<file path="config.mk">
export PLATFORM = sky130hd
export DESIGN_NAME = alu_sequencer
export DESIGN_NICKNAME = d
export VERILOG_FILES = /design/src/rtl/alu_sequencer_pkg.sv /design/src/rtl/alu_seq_regfile.sv /design/src/rtl/alu_sequencer.sv
export SDC_FILE = /design/constraint.sdc
export NUM_CORES = 1
export LEC_CHECK = 0
export ABC_AREA = 1
export BUFFER_PORTS_ARGS = -buffer_cell sky130_fd_sc_hd__buf_2
export CAP_MARGIN = 20
export CORE_MARGIN = 2
export CORE_UTILIZATION = 49
export DETAILED_ROUTE_END_ITERATION = 12
export PLACE_DENSITY = 0.78
export REMOVE_ABC_BUFFERS = 1
export SYNTH_ARGS = -nofsm -noshare
export SYNTH_HDL_FRONTEND = slang
export SYNTH_SLANG_ARGS = --single-unit
</file>
<file path="constraint.sdc">
create_clock -name clk -period 4.8 [get_ports clk]
set_input_delay 0.96 -clock clk [delete_from_list [all_inputs] [get_ports clk]]
set_output_delay 0.96 -clock clk [all_outputs]
set_load 0.02 [all_outputs]
</file>
<file path="src/rtl/alu_sequencer_pkg.sv">
`default_nettype none
// ============================================================================
// Module      : alu_sequencer_pkg
// Description : Shared opcode, state and instruction-field definitions for
//               the ALU sequencer and its register file.
// Revision    : 1.0 - initial release
// ============================================================================
package alu_sequencer_pkg;

    localparam int DATA_W  = 32;
    localparam int INSTR_W = 16;
    localparam int REG_AW  = 2;

    localparam int OPC_HI = 15;
    localparam int OPC_LO = 13;
    localparam int RD_HI  = 12;
    localparam int RD_LO  = 11;
    localparam int RS_HI  = 10;
    localparam int RS_LO  = 9;
    localparam int RT_HI  = 8;
    localparam int RT_LO  = 7;
    localparam int IMM_HI = 6;
    localparam int IMM_LO = 0;

    localparam logic [2:0] OP_ADD = 3'b100;
    localparam logic [2:0] OP_SUB = 3'b101;
    localparam logic [2:0] OP_AND = 3'b110;
    localparam logic [2:0] OP_OR  = 3'b111;
    localparam logic [2:0] OP_BEQ = 3'b010;
    localparam logic [2:0] OP_BLT = 3'b011;

    typedef enum logic [1:0] {
        ST_IDLE      = 2'd0,
        ST_DECODE    = 2'd1,
        ST_EXECUTE   = 2'd2,
        ST_WRITEBACK = 2'd3
    } seq_state_e;

    function automatic logic op_writes_rd(input logic [2:0] op);
        return (op inside {OP_ADD, OP_SUB, OP_AND, OP_OR});
    endfunction

    function automatic logic op_is_branch(input logic [2:0] op);
        return (op inside {OP_BEQ, OP_BLT});
    endfunction

    function automatic logic op_is_illegal(input logic [2:0] op);
        return !(op_writes_rd(op) || op_is_branch(op));
    endfunction

endpackage
`default_nettype wire

</file>
<file path="src/rtl/alu_seq_regfile.sv">
`default_nettype none
// ============================================================================
// Module      : alu_seq_regfile
// Description : 4x32 register file, one write port shared with the preload
//               path, two combinational read ports.
// Revision    : 1.0 - initial release
// ============================================================================
module alu_seq_regfile
    import alu_sequencer_pkg::*;
#(
    parameter int NREG = 4
) (
    input  logic              clk,
    input  logic              rst_n,
    input  logic              wr_en_i,
    input  logic [REG_AW-1:0] wr_addr_i,
    input  logic [DATA_W-1:0] wr_data_i,
    input  logic              init_we_i,
    input  logic [REG_AW-1:0] init_addr_i,
    input  logic [DATA_W-1:0] init_data_i,
    input  logic [REG_AW-1:0] rd_addr_a_i,
    input  logic [REG_AW-1:0] rd_addr_b_i,
    output logic [DATA_W-1:0] rd_data_a_o,
    output logic [DATA_W-1:0] rd_data_b_o
);

    logic [DATA_W-1:0] regs_q [NREG];
    logic              w_we;
    logic [REG_AW-1:0] w_addr;
    logic [DATA_W-1:0] w_data;

    // Writeback and preload are never active together (different FSM states).
    always_comb begin
        w_we   = wr_en_i | init_we_i;
        w_addr = wr_en_i ? wr_addr_i : init_addr_i;
        w_data = wr_en_i ? wr_data_i : init_data_i;
    end

    always_ff @(posedge clk or negedge rst_n) begin
        if (!rst_n) begin
            for (int i = 0; i < NREG; i++) begin
                regs_q[i] <= '0;
            end
        end else if (w_we) begin
            regs_q[w_addr] <= w_data;
        end
    end

    assign rd_data_a_o = regs_q[rd_addr_a_i];
    assign rd_data_b_o = regs_q[rd_addr_b_i];

endmodule
`default_nettype wire

</file>
<file path="src/rtl/alu_sequencer.sv">
`default_nettype none
// ============================================================================
// Module      : alu_sequencer
// Description : Four-state instruction sequencer driving an external ALU,
//               with register file writeback and relative branching.
// Revision    : 1.0 - initial release
// ============================================================================
module alu_sequencer
    import alu_sequencer_pkg::*;
#(
    parameter int PC_W = 8,
    parameter int NREG = 4
) (
    input  logic               clk,
    input  logic               rst_n,
    input  logic               instr_valid,
    output logic               instr_ready,
    input  logic [INSTR_W-1:0] instr,
    input  logic               init_we,
    input  logic [REG_AW-1:0]  init_addr,
    input  logic [DATA_W-1:0]  init_data,
    output logic [DATA_W-1:0]  alu_ip_0,
    output logic [DATA_W-1:0]  alu_ip_1,
    output logic [2:0]         alu_opcode,
    input  logic [DATA_W-1:0]  alu_op_0,
    input  logic               alu_change_pc,
    output logic [PC_W-1:0]    pc,
    output logic               done,
    output logic               illegal
);

    seq_state_e         state_q;
    logic [INSTR_W-1:0] instr_q;
    logic [DATA_W-1:0]  result_q;
    logic               change_pc_q;
    logic [PC_W-1:0]    pc_q;
    logic [PC_W-1:0]    pc_d;
    logic [DATA_W-1:0]  alu_ip_0_q;
    logic [DATA_W-1:0]  alu_ip_1_q;
    logic [2:0]         alu_opcode_q;
    logic               done_q;
    logic               illegal_q;

    logic [2:0]         w_opcode;
    logic [REG_AW-1:0]  w_rd;
    logic [REG_AW-1:0]  w_rs;
    logic [REG_AW-1:0]  w_rt;
    logic [6:0]         w_imm;
    logic [PC_W-1:0]    w_imm_pc;
    logic [DATA_W-1:0]  w_rs_data;
    logic [DATA_W-1:0]  w_rt_data;
    logic               w_rf_we;
    logic               w_init_we;

    assign w_opcode = instr_q[OPC_HI:OPC_LO];
    assign w_rd     = instr_q[RD_HI:RD_LO];
    assign w_rs     = instr_q[RS_HI:RS_LO];
    assign w_rt     = instr_q[RT_HI:RT_LO];
    assign w_imm    = instr_q[IMM_HI:IMM_LO];
    // Sign-extend (or truncate) the offset so the add wraps modulo 2^PC_W.
    assign w_imm_pc = PC_W'($signed(w_imm));

    assign w_rf_we   = (state_q == ST_WRITEBACK) && op_writes_rd(w_opcode);
    assign w_init_we = init_we && (state_q == ST_IDLE);

    alu_seq_regfile #(
        .NREG (NREG)
    ) u_regfile (
        .clk         (clk),
        .rst_n       (rst_n),
        .wr_en_i     (w_rf_we),
        .wr_addr_i   (w_rd),
        .wr_data_i   (result_q),
        .init_we_i   (w_init_we),
        .init_addr_i (init_addr),
        .init_data_i (init_data),
        .rd_addr_a_i (w_rs),
        .rd_addr_b_i (w_rt),
        .rd_data_a_o (w_rs_data),
        .rd_data_b_o (w_rt_data)
    );

    always_comb begin
        pc_d = pc_q + PC_W'(1);
        if (op_is_branch(w_opcode) && change_pc_q) begin
            pc_d = pc_q + w_imm_pc;
        end
    end

    always_ff @(posedge clk or negedge rst_n) begin
        if (!rst_n) begin
            state_q      <= ST_IDLE;
            instr_q      <= '0;
            result_q     <= '0;
            change_pc_q  <= 1'b0;
            pc_q         <= '0;
            alu_ip_0_q   <= '0;
            alu_ip_1_q   <= '0;
            alu_opcode_q <= 3'b000;
            done_q       <= 1'b0;
            illegal_q    <= 1'b0;
        end else begin
            done_q    <= 1'b0;
            illegal_q <= 1'b0;
            case (state_q)
                ST_IDLE: begin
                    if (instr_valid) begin
                        instr_q <= instr;
                        state_q <= ST_DECODE;
                    end
                end
                ST_DECODE: begin
                    alu_ip_0_q   <= w_rs_data;
                    alu_ip_1_q   <= w_rt_data;
                    alu_opcode_q <= w_opcode;
                    state_q      <= op_is_illegal(w_opcode) ? ST_WRITEBACK : ST_EXECUTE;
                end
                ST_EXECUTE: begin
                    result_q    <= alu_op_0;
                    change_pc_q <= alu_change_pc;
                    state_q     <= ST_WRITEBACK;
                end
                ST_WRITEBACK: begin
                    // Register write happens on this same edge via w_rf_we.
                    done_q    <= 1'b1;
                    illegal_q <= op_is_illegal(w_opcode);
                    pc_q      <= pc_d;
                    state_q   <= ST_IDLE;
                end
                default: state_q <= ST_IDLE;
            endcase
        end
    end

    assign instr_ready = (state_q == ST_IDLE);
    assign alu_ip_0    = alu_ip_0_q;
    assign alu_ip_1    = alu_ip_1_q;
    assign alu_opcode  = alu_opcode_q;
    assign pc          = pc_q;
    assign done        = done_q;
    assign illegal     = illegal_q;

endmodule
`default_nettype wire

</file>
==> results.md, run 1 <==
- WHS Endpoint: alu_opcode[0]$_DFFE_PN0P_
- Netlist Area Pre-Place: approximately 0.012 mm²
- Fmax: between 300 and 400 MHz
- Post-synthesis compound-gate area fraction: a little under a quarter
- Placer Congestion: about 0.84
- Depth of the CTS H-tree: 1
- Maximum root-to-sink buffer count: 3
- Multi-input combinational cell area: between 0.004 and 0.005 mm²
- Nets: about 1700
- Initial drt markers: approximately 960
- Synth Warn #: 0
- Netlist cell types: 28
- WP buf/inv: 2
- Vias in the first global route: 9753
- CP cell instances: ha_1 > nand2_2 > nand2_1 > nand2_4 > inv_2 > nor3_4 > buf_12 > nand2_1 > o21ai_1
- Routed vias: around 10000
- Crit Path Category: flop to flop
- Io pins: ~170
- Global-route wire length before repair: around 50000 µm
- CP arrival: around 3.8 ns
- Post-route insts no fill: around 1900
- CP max stage delay: a little under 0.8 ns
- Via-to-Cell Ratio: around 5.5
- DR pass1 iterations: 6
- Final Hold Viols: 0
- CTS buffer count: 28
- Post-Synth Simple-Gate Area: between 10% and 20%
- Mux contribution to synthesized area: less than 1%
- Final setup violation count: 0
- R2R Setup Slk: 1.51 ns
- Reg2Reg Depth: 9
- Slew Limit Fails: 0
- DP Cell Count: roughly 1900
- Std-Cell Rows: 57
- Antenna-violating nets left: 0
- Max-cap violations: 0
- Hold-fix buffers at CTS: 0
- Most frequent cell on the critical path: nand2_1
- Busiest layer in global routing: met2
- CTS Sinks: about 260
- Placed Area: ~0.013 mm²
- Hold Crit Class: flop to flop
- Syn Area/Cell: between 8 and 9 µm²
- CP delay by family, top: simple AND/OR/NAND/NOR gates
- Required time of the critical path: 5.27 ns
- Post-CTS Setup Inserts: 0
- Die area: ~0.026 mm²
- GR Util met3: under 10%
- Pre-CTS WS: about 1.5 ns
- DP Wirelength: 18950 µm
- Rel. slew slack: around a third
- Die Width: between 150 and 200 µm
- Post-Route WL: between 30000 and 40000 µm
- Worst VDD drop: approximately 430 µV
- Starting Density: between 40% and 50%
- Min Hold Slack: between 0.4 and 0.5 ns
- Max Clock Skew: around 0.017 ns
- Met2 usage: 38.25%
- Worst r2r src: state_q[0]$_DFFE_PN0P_
- GRT met1 Usage: approximately a third
- Least-Margin Pin Slew: roughly 1.0 ns
- Util after Layout: ~58%
- Setup ws final: between 1.5 and 2 ns
- Filler instances: approximately 2100
- DRC: 0
- Setup crit end kind: flop
- Hold path start: instr_q[13]$_DFFE_PN0P_
- Setup TNS Final: 0 ns
- Core footprint: 0.02418 mm²
- CTS tree: yes
- Worst-path clk slew: roughly 0.06 ns
- Status: finished, final reports clean
- Fin crit period: roughly 3.3 ns
- Area grow syn2layout: 16.71%
- Gr usage total: a little under a quarter
- Leakage: about 6.5 nW
- GR Overflow Total: 0
- CTS root buffer: clkbuf_16
- XOR/XNOR Fraction of Synth Area: less than 1%
- RR Endpoint: u_regfile.regs_q[38]$_DFFE_PN0P_
- Slowest CP cell: nor3_4
- Worst-Skew Late Latency: ~0.55 ns
- Final Cycle Share: roughly 69%
- Register area share after synthesis: 53.47%
- RSZ-0062 raised after global routing: false
- Post-Synth Adder-Cell Area: under 10%
- Cell count of the worst hold path: 2
- PostCTS Resize Cnt: 0
- Cell count after synthesis: between 1000 and 1500
- Critical Path Start Type: flop
- Post-Layout Inst Area: between 0.01 and 0.015 mm²
- Tot Pwr: roughly 11 mW
- Antenna violations before repair: 1
- FF+latch area: between 0.006 and 0.007 mm²
- Largest family of logic cells by synthesized area: compound AO/OA/AOI/OAI gates
- Largest net degree at the start of global routing: roughly 120
- DR WL/cell: about 16 µm
- Worst Path Max Fanout: 42
- Die H: approximately 160 µm
- Pwr dens: 762.2 mW/mm²
- Port bufs: roughly 160
- Yosys reg bits: 256
- Layout cell share with drive strength beyond 1: around 16%
-- kinds of logic (layout without fill, tap and decap cells) --
group / count (synthesis) / count (layout)
XOR/XNOR: 1 / 1
AO/OA/AOI/OAI: 533 / 533
AND/OR/NAND/NOR: 387 / 387
flip-flops: 256 / 256
adder cells (fa/ha/maj): 12 / 12
buffers and inverters: 258 / 383
other: 0 / 1
multiplexers: 8 / 8
-- cell usage in the layout (no fill, tap or decap), drive strengths merged, types with 3 or more instances in the layout --
| cell | instances |
|---|---|
| a21oi | 140 |
| a31oi | 64 |
| buf | 175 |
| bufinv | 5 |
| clkbuf | 42 |
| clkinv | 4 |
| dfrtp | 256 |
| ha | 11 |
| inv | 156 |
| mux2 | 8 |
| nand2 | 276 |
| nand3 | 9 |
| nand3b | 4 |
| nor2 | 89 |
| nor3 | 3 |
| o21ai | 329 |
| or2 | 4 |
-- worst reg2reg max path, cell delays in order, from the launching register on --
cell and delay (ns):
dfrtp_1 0.43, ha_1 0.37, nand2_2 0.54, nand2_1 0.20
nand2_4 0.15, inv_2 0.24, nor3_4 0.80, buf_12 0.30
nand2_1 0.09, o21ai_1 0.11
-- synth_stat cells --
| cell | instances | area (µm²) |
|---|---|---|
| inv_1 | 154 | 578.1 |
| o21ai_0 | 289 | 1446 |
| or2_2 | 4 | 25.02 |
| a21oi_1 | 140 | 700.7 |
| and2_1 | 1 | 6.260 |
| ha_1 | 11 | 137.6 |
| nand4_1 | 1 | 6.260 |
| nor3_1 | 1 | 5.000 |
| xor2_1 | 1 | 8.760 |
| nor3_4 | 2 | 32.53 |
| nand3_1 | 9 | 45.04 |
| nand2_1 | 272 | 1021 |
| nor2_4 | 1 | 11.26 |
| nor2_1 | 88 | 330.3 |
| mux2_2 | 8 | 90.09 |
| buf_6 | 5 | 56.30 |
| nand2_2 | 3 | 18.77 |
| buf_4 | 2 | 15.01 |
| o21ai_1 | 40 | 200.2 |
| buf_2 | 11 | 55.05 |
| inv_2 | 2 | 7.510 |
| dfrtp_1 | 256 | 6406 |
| a31oi_1 | 64 | 400.4 |
| fa_1 | 1 | 20.02 |
| nand3b_1 | 4 | 30.03 |
| buf_1 | 10 | 37.54 |
| clkbuf_1 | 74 | 277.8 |
| nand2_4 | 1 | 11.26 |
-- power breakdown --
part / internal (mW) / total [mW] / switching, mW
sequential: 3.23 / 3.90 / 0.668
clock: 1.49 / 2.36 / 0.867
combinational: 1.39 / 4.40 / 3.01
total: 6.12 / 10.7 / 4.54
-- metal layers --
metal | routed length [µm] | vias to the layer above
met3 | 2477 | 46
li1 | - | 5002
met2 | 14250 | 404
met5 | 0 | -
met1 | 13180 | 4951
met4 | 671 | 0
-- final cells by class --
type	instances	share of cell area, %
timing repair buffer	175	6.980
sequential	256	45.85
tap	324	2.899
multi-input combinational	941	32.68
inverter	156	4.188
clock inverter	10	1.271
clock buffer	42	6.112
antenna	1	0.01790
-- flip-flops by register name, indices dropped and copies added (netlist names) --
| name | count |
|---|---|
| u_regfile.regs_q | 128 |
| alu_ip_0 | 32 |
| alu_ip_1 | 32 |
| result_q | 32 |
| instr_q | 16 |
| pc | 8 |
| alu_opcode | 3 |
| state_q | 2 |
| change_pc_q | 1 |
| done | 1 |
| illegal | 1 |
-- worst max path at each step --
stage	slack (ns)	start	cells past startpoint	end
after CTS	1.48	state_q[0]$_DFFE_PN0P_	9	u_regfile.regs_q[38]$_DFFE_PN0P_
after global routing	1.16	state_q[0]$_DFFE_PN0P_	8	u_regfile.regs_q[87]$_DFFE_PN0P_
after detailed placement	1.49	state_q[0]$_DFFE_PN0P_	9	u_regfile.regs_q[38]$_DFFE_PN0P_
after floorplan	1.26	state_q[1]$_DFFE_PN0P_	6	state_q[0]$_DFFE_PN0P_
after global placement	1.61	state_q[0]$_DFFE_PN0P_	9	u_regfile.regs_q[32]$_DFFE_PN0P_
final	1.51	state_q[0]$_DFFE_PN0P_	9	u_regfile.regs_q[38]$_DFFE_PN0P_
Power figures use the tool's default switching activity.
==> run 2: changes to the inputs <==
PLACE_DENSITY = 0.8   (was 0.78)
clock period = 2.8 ns   (was 4.8 ns; I/O delays follow)
==> run 2 against run 1 <==
  * The flow now finishes with violations (hold timing)
  * Die area unchanged
  * Sequential share of layout area decreased by 0.31 points
  * Via count increased by 0.24%
  * Maximum frequency increased by 40%
  * Hold slack got worse by 0.50 ns
  * Clock power increased by 69%
  * Core utilization increased by 0.39 points
  * Wire length increased by 0.73%
  * First-iteration DRC count increased by 11%
  * Worst setup slack got worse by 1.1 ns
  * Clock-buffer cell count decreased by 1
==> results.md, run 2 (synthesis gave the netlist of run 1 again) <==
- RSZ-0062 raised after global routing: false
- Largest net degree at the start of global routing: 89 (-28%)
- Nets: 1665 (+0.48%)
- Die area: 0.02572 mm² (unchanged)
- CTS buffer count: 28 (unchanged)
- Global-route wire length before repair: 50210 µm (+0.80%)
- Worst-Skew Late Latency: 0.53 ns (-0.02 ns)
- Top reg by flops: u_regfile.regs_q
- Leakage: 6.558 nW (+0.78%)
- FF+latch area: 0.006411 mm² (unchanged)
- Starting Density: 49.55% (unchanged)
- Most common cell after layout, fill and taps aside: o21ai_0
- Antenna-violating nets left: 0 (unchanged)
- Worst-path clk slew: 0.06 ns (about the same)
- Hold Crit Class: primary input to async pin
- Most frequent cells in the layout: o21ai_0 (289), nand2_1 (272), dfrtp_1 (252), buf_2 (163), inv_1 (150)
- Required time of the critical path: 3.21 ns (-2.06 ns)
- Rel. slew slack: 41.37% (+9.7 points)
- Placed Area: 0.01306 mm² (+1.0%)
- Crit Path Category: flop to flop
- Placer Congestion: 0.8343 (-0.62%)
- Worst VDD drop: 873.8 µV (+100%)
- DR WL/cell: 16.13 µm (+0.46%)
- Max Clock Skew: 0.01182 ns (-0.005672 ns)
- DRC: 0 (unchanged)
- Status: complete, but fails checks
- GR Overflow Total: 0 (unchanged)
- Area grow syn2layout: 17.50%
- Layout cell share with drive strength beyond 1: 16.58% (+0.51 points)
- Routed vias: 10428 (+0.24%)
- Io pins: 165 (unchanged)
- Multi-input combinational cell area: 0.004569 mm² (unchanged)
- Setup crit end kind: flop
- CTS tree: yes
- Initial drt markers: 1060 (+11%)
- Post-CTS Setup Inserts: 0 (unchanged)
- Final Hold Viols: 6 (+6)
- PostCTS Resize Cnt: 0 (unchanged)
- Fin crit period: 2.360 ns (-0.9340 ns)
- Pwr dens: 1302 mW/mm² (+71%)
- Die H: 160.4 µm (unchanged)
- Final Cycle Share: 84.27% (+16 points)
- Final setup violation count: 0 (unchanged)
- Fmax: 423.8 MHz (+40%)
- Worst Path Max Fanout: 34 (-19%)
- Std-Cell Rows: 57 (unchanged)
- Min Hold Slack: -0.02680 ns (-0.5045 ns)
- Filler instances: 2091 (+1.1%)
- Failing checks: hold timing
- Util after Layout: 58.23% (+0.39 points)
- Antenna violations before repair: 2 (+1)
- Setup TNS Final: 0 ns (unchanged)
- CTS root buffer: clkbuf_16
- Maximum root-to-sink buffer count: 3 (unchanged)
- Max-cap violations: 0 (unchanged)
- Via-to-Cell Ratio: 5.460 (about the same)
- Post-Layout Inst Area: 0.01408 mm² (+0.68%)
- CTS Sinks: 256 (unchanged)
- Least-Margin Pin Slew: 0.8795 ns (-0.1439 ns)
- Number of diodes: 0 (-1)
- Die Width: 160.4 µm (unchanged)
- DP Wirelength: 19050 µm (+0.55%)
- Core footprint: 0.02418 mm² (unchanged)
- Max reg flops: 128 (unchanged)
- Hold-fix buffers at CTS: 0 (unchanged)
- Gr usage total: 23.79% (+0.16 points)
- CP arrival: 2.77 ns (-1.00 ns)
- Slew Limit Fails: 0 (unchanged)
- Depth of the CTS H-tree: 1 (unchanged)
- DR pass1 iterations: 7 (+1)
- Critical Path Start Type: flop
- Vias in the first global route: 10073 (+3.3%)
- Port bufs: 164 (unchanged)
- Post-Route WL: 30800 µm (+0.73%)
==> run 2: cell count changes in the layout (fill, tap and decap cells not counted), sizes merged <==
cell      previous run  this run
buf                175       183
bufinv               5         4
clkbuf              42        41
clkinv               4         5
clkinvlp             1         0
diode                1         0
==> run 2: final timing paths <==
check                                          start                               end  slack, ns  cells after the start
max in group asynchronous                      rst_n          result_q[10]$_DFFE_PN0N_       2.04                      2
max                           state_q[0]$_DFFE_PN0P_  u_regfile.regs_q[16]$_DFFE_PN0P_       0.44                      9
min reg2reg                alu_opcode[0]$_DFFE_PN0P_         alu_opcode[0]$_DFFE_PN0P_       0.48                      2
max reg2reg                   state_q[0]$_DFFE_PN0P_  u_regfile.regs_q[16]$_DFFE_PN0P_       0.44                      9
min in group clk                         alu_op_0[1]           result_q[1]$_DFFE_PN0N_       0.23                      3
min                                            rst_n          result_q[18]$_DFFE_PN0N_      -0.03                      1
==> run 2: worst max-delay path: stages, from the launching register on <==
cell and delay, ns:
dfrtp_1 0.44, ha_1 0.42, nand2_2 0.14, nand2_1 0.12
nand2_4 0.08, inv_2 0.49, nor2_4 0.17, buf_12 0.21
nand2_1 0.07, nand2_1 0.07
==> run 2: layout make-up <==
cell class	instances	share of cell area, %
clock buffers	41	6.186
clock inverters	9	1.058
inverters	156	4.160
multi-input cells	941	32.46
flip-flops and latches	256	45.54
well taps	324	2.880
repair buffers	183	7.715
==> run 2: per-stage QoR <==
stage | hold slack (ns) | setup slack [ns] | cells | total power, mW
6_report | -0.02680 | 0.4403 | 1910 | 18.32
5_1_grt | 0.01388 | 0.2391 | 1910 | 19.69
4_1_cts | 0.002827 | 0.4649 | 1910 | 18.35
3_5_place_dp | 0.4622 | 0.4787 | 1860 | 14.29
3_3_place_gp | 0.4637 | 0.5763 | 1860 | 13.96
2_1_floorplan | 0.2644 | -0.7391 | 1353 | 11.51
==> run 2: layer usage <==
layer	vias up	global-route usage (%)	routed length [µm]
li1	5033	-	-
met1	4908	32.41	13180
met2	430	40.08	14580
met3	55	4.029	2361
met4	2	5.856	674
met5	-	0	13
==> run 2: power breakdown <==
part / internal (mW) / switching (mW) / leakage (nW) / total [mW]
clock network: 2.51 / 1.47 / 0.508 / 3.98
logic: 2.47 / 5.21 / 3.01 / 7.69
registers: 5.54 / 1.12 / 3.04 / 6.66
total: 10.5 / 7.80 / 6.56 / 18.3
==> run 3: changes to the inputs <==
clock period = 2.05 ns   (was 2.8 ns; I/O delays follow)
==> run 3 against run 2 <==
  * The run now ends clean
  * Final area is 2.4% higher
  * Sequential power is 35% higher
  * Combinational power is 48% higher
  * Non-clock buffer count is 34 higher
  * Critical path type unchanged
  * Critical endpoint is now pc[3]$_DFFE_PN0P_
  * Largest cell class unchanged
==> results.md, run 3 (synthesis gave the netlist of run 1 again) <==
- Initial drt markers: 1016 (-4.2%)
- Slowest CP cell: dfrtp_1
- Depth of the CTS H-tree: 1 (unchanged)
- Crit Path Category: flop to flop
- Worst VDD drop: 897.5 µV (+2.7%)
- Worst r2r src: change_pc_q$_DFFE_PN0N_
- Fmax: 512.0 MHz (+21%)
- Fin crit period: 1.953 ns (-0.4064 ns)
- WP buf/inv: 2 (unchanged)
- CP cell instances: nand2_2 > nor2_4 > inv_2 > buf_4 > nor2_1 > ha_1 > or2_2 > and2_1 > nor2_1 > o21ai_2
- Io pins: 165 (unchanged)
- Die area: 0.02572 mm² (unchanged)
- Most common cell after layout, fill and taps aside: o21ai_0
- Status: finished, final reports clean
- Max reg flops: 128 (unchanged)
- Number of diodes: 0 (unchanged)
- Slew Limit Fails: 0 (unchanged)
- Hold Crit Class: primary input to flop
- Top reg by flops: u_regfile.regs_q
- Min Hold Slack: 0.05945 ns (+0.08625 ns)
- Global-route wire length before repair: 53100 µm (+5.8%)
- Post-Layout Inst Area: 0.01442 mm² (+2.4%)
- Pre-CTS WS: -0.01324 ns (-0.4919 ns)
- CP arrival: 2.38 ns (-0.39 ns)
- Worst-path clk slew: 0.06 ns (about the same)
- Die H: 160.4 µm (unchanged)
- Setup ws final: 0.09676 ns (-0.3436 ns)
- Max Clock Skew: 0.02334 ns (+0.01152 ns)
- Reg2Reg Depth: 10 (+1)
- Most frequent cells in the layout: o21ai_0 (288), nand2_1 (271), dfrtp_1 (251), buf_2 (163), inv_1 (145)
- DR pass1 iterations: 5 (-2)
- Pwr dens: 1766 mW/mm² (+36%)
- Setup TNS Final: 0 ns (unchanged)
- Largest net degree at the start of global routing: 73 (-18%)
- CP delay by family, top: simple AND/OR/NAND/NOR gates
- Worst-Skew Late Latency: 0.56 ns (+0.03 ns)
- CTS Sinks: 256 (unchanged)
- DR WL/cell: 16.69 µm (+3.5%)
- Maximum root-to-sink buffer count: 3 (unchanged)
- Port bufs: 164 (unchanged)
- Most frequent cell on the critical path: nor2_1
- Layout cell share with drive strength beyond 1: 18.78% (+2.2 points)
- Max-cap violations: 0 (unchanged)
- CTS tree: yes
- CTS root buffer: clkbuf_16
- Post-route insts no fill: 1943 (+1.7%)
- R2R Setup Slk: 0.1 ns (-0.34 ns)
- Hold path start: alu_op_0[13]
- Critical Path Start Type: flop
- Gr usage total: 25.23% (+1.4 points)
- DRC: 0 (unchanged)
- DP Cell Count: 1887 (+1.5%)
- Rel. slew slack: 53.39% (+12 points)
- Antenna-violating nets left: 0 (unchanged)
- Nets: 1699 (+2.0%)
- RR Endpoint: pc[3]$_DFFE_PN0P_
- Antenna violations before repair: 2 (unchanged)
- Worst Path Max Fanout: 4 (-88%)
- DP Wirelength: 20320 µm (+6.7%)
- Std-Cell Rows: 57 (unchanged)
- Cell count of the worst hold path: 3
- Required time of the critical path: 2.48 ns (-0.73 ns)
- Final Cycle Share: 95.28% (+11 points)
- Final setup violation count: 0 (unchanged)
- GR Overflow Total: 0 (unchanged)
- Vias in the first global route: 10569 (+4.9%)
- Routed vias: 10825 (+3.8%)
- Placer Congestion: 0.8597 (+3.0%)
- Die Width: 160.4 µm (unchanged)
- WHS Endpoint: result_q[13]$_DFFE_PN0N_
- CTS buffer count: 28 (unchanged)
- Area grow syn2layout: 20.37%
- Starting Density: 49.55% (unchanged)
- Leakage: 6.722 nW (+2.5%)
- Post-Route WL: 32440 µm (+5.3%)
- Placed Area: 0.01336 mm² (+2.3%)
- Core footprint: 0.02418 mm² (unchanged)
- Setup crit end kind: flop
- CP max stage delay: 0.39 ns (-0.10 ns)
- Least-Margin Pin Slew: 0.6918 ns (-0.1877 ns)
- Final Hold Viols: 0 (-6)
- Via-to-Cell Ratio: 5.571 (+2.0%)
## run 3: cell count changes in the layout (fill, tap and decap cells not counted), moves of 3 or more
| cell | previous run | this run |
|---|---|---|
| clkbuf_1 | 2 | 5 |
| buf_4 | 10 | 34 |
| inv_1 | 150 | 145 |
| buf_12 | 9 | 17 |
| inv_2 | 6 | 11 |
## run 3: layer usage
layer	routed length (µm)	track usage [%]
met3	2572	4.494
met5	11	0
met4	627	7.002
met1	13800	34.44
met2	15420	41.91
## run 3: area by class of cell
cell class                      instances  area, µm²
Clock buffer                           43      857.1
Clock inverter                          6      93.84
Fill cell                            2029       9757
Inverter                              156      585.6
Multi-Input combinational cell        941       4604
Sequential cell                       256       6412
Tap cell                              324      405.4
Timing Repair Buffer                  217       1461
## run 3: worst max path at each step
stage,slack (ns),startpoint,cells after the start,endpoint
after floorplan,-1.49,state_q[1]$_DFFE_PN0P_,6,state_q[0]$_DFFE_PN0P_
after global placement,0.07,change_pc_q$_DFFE_PN0N_,14,pc[6]$_DFFE_PN0P_
after detailed placement,-0.01,change_pc_q$_DFFE_PN0N_,13,pc[4]$_DFFE_PN0P_
after CTS,0.006,state_q[0]$_DFFE_PN0P_,4,instr_ready
after global routing,-0.008,change_pc_q$_DFFE_PN0N_,11,pc[6]$_DFFE_PN0P_
final,0.1,change_pc_q$_DFFE_PN0N_,10,pc[3]$_DFFE_PN0P_
## run 3: what timing repair did
item	4_1_cts	5_1_grt
cloned	0	1
pin swaps	0	5
hold buffers	1	0
resized for setup	1	15
setup endpoints to repair	3	91
hold endpoints to repair	39	0
buffers inserted	0	5
## run 3: metrics by stage
| step | power, mW | utilization, % |
|---|---|---|
| floorplan | 15.67 | - |
| global placement | 19.60 | 55.26 |
| detailed placement | 20.07 | 55.26 |
| CTS | 25.31 | 59.25 |
| global route | 27.38 | 59.64 |
| finish | 25.47 | 59.64 |
## run 3: power breakdown
group	switching (mW)	leakage, nW	internal (mW)
clock network	1.99	0.466	3.11
registers	1.40	3.04	7.58
logic	7.58	3.22	3.83
total	11.0	6.72	14.5
## run 3: tightest hold or removal path, stage by stage
cell and delay (ns):
buf_2 0.08, nand2_1 0.04, o21ai_0 0.05
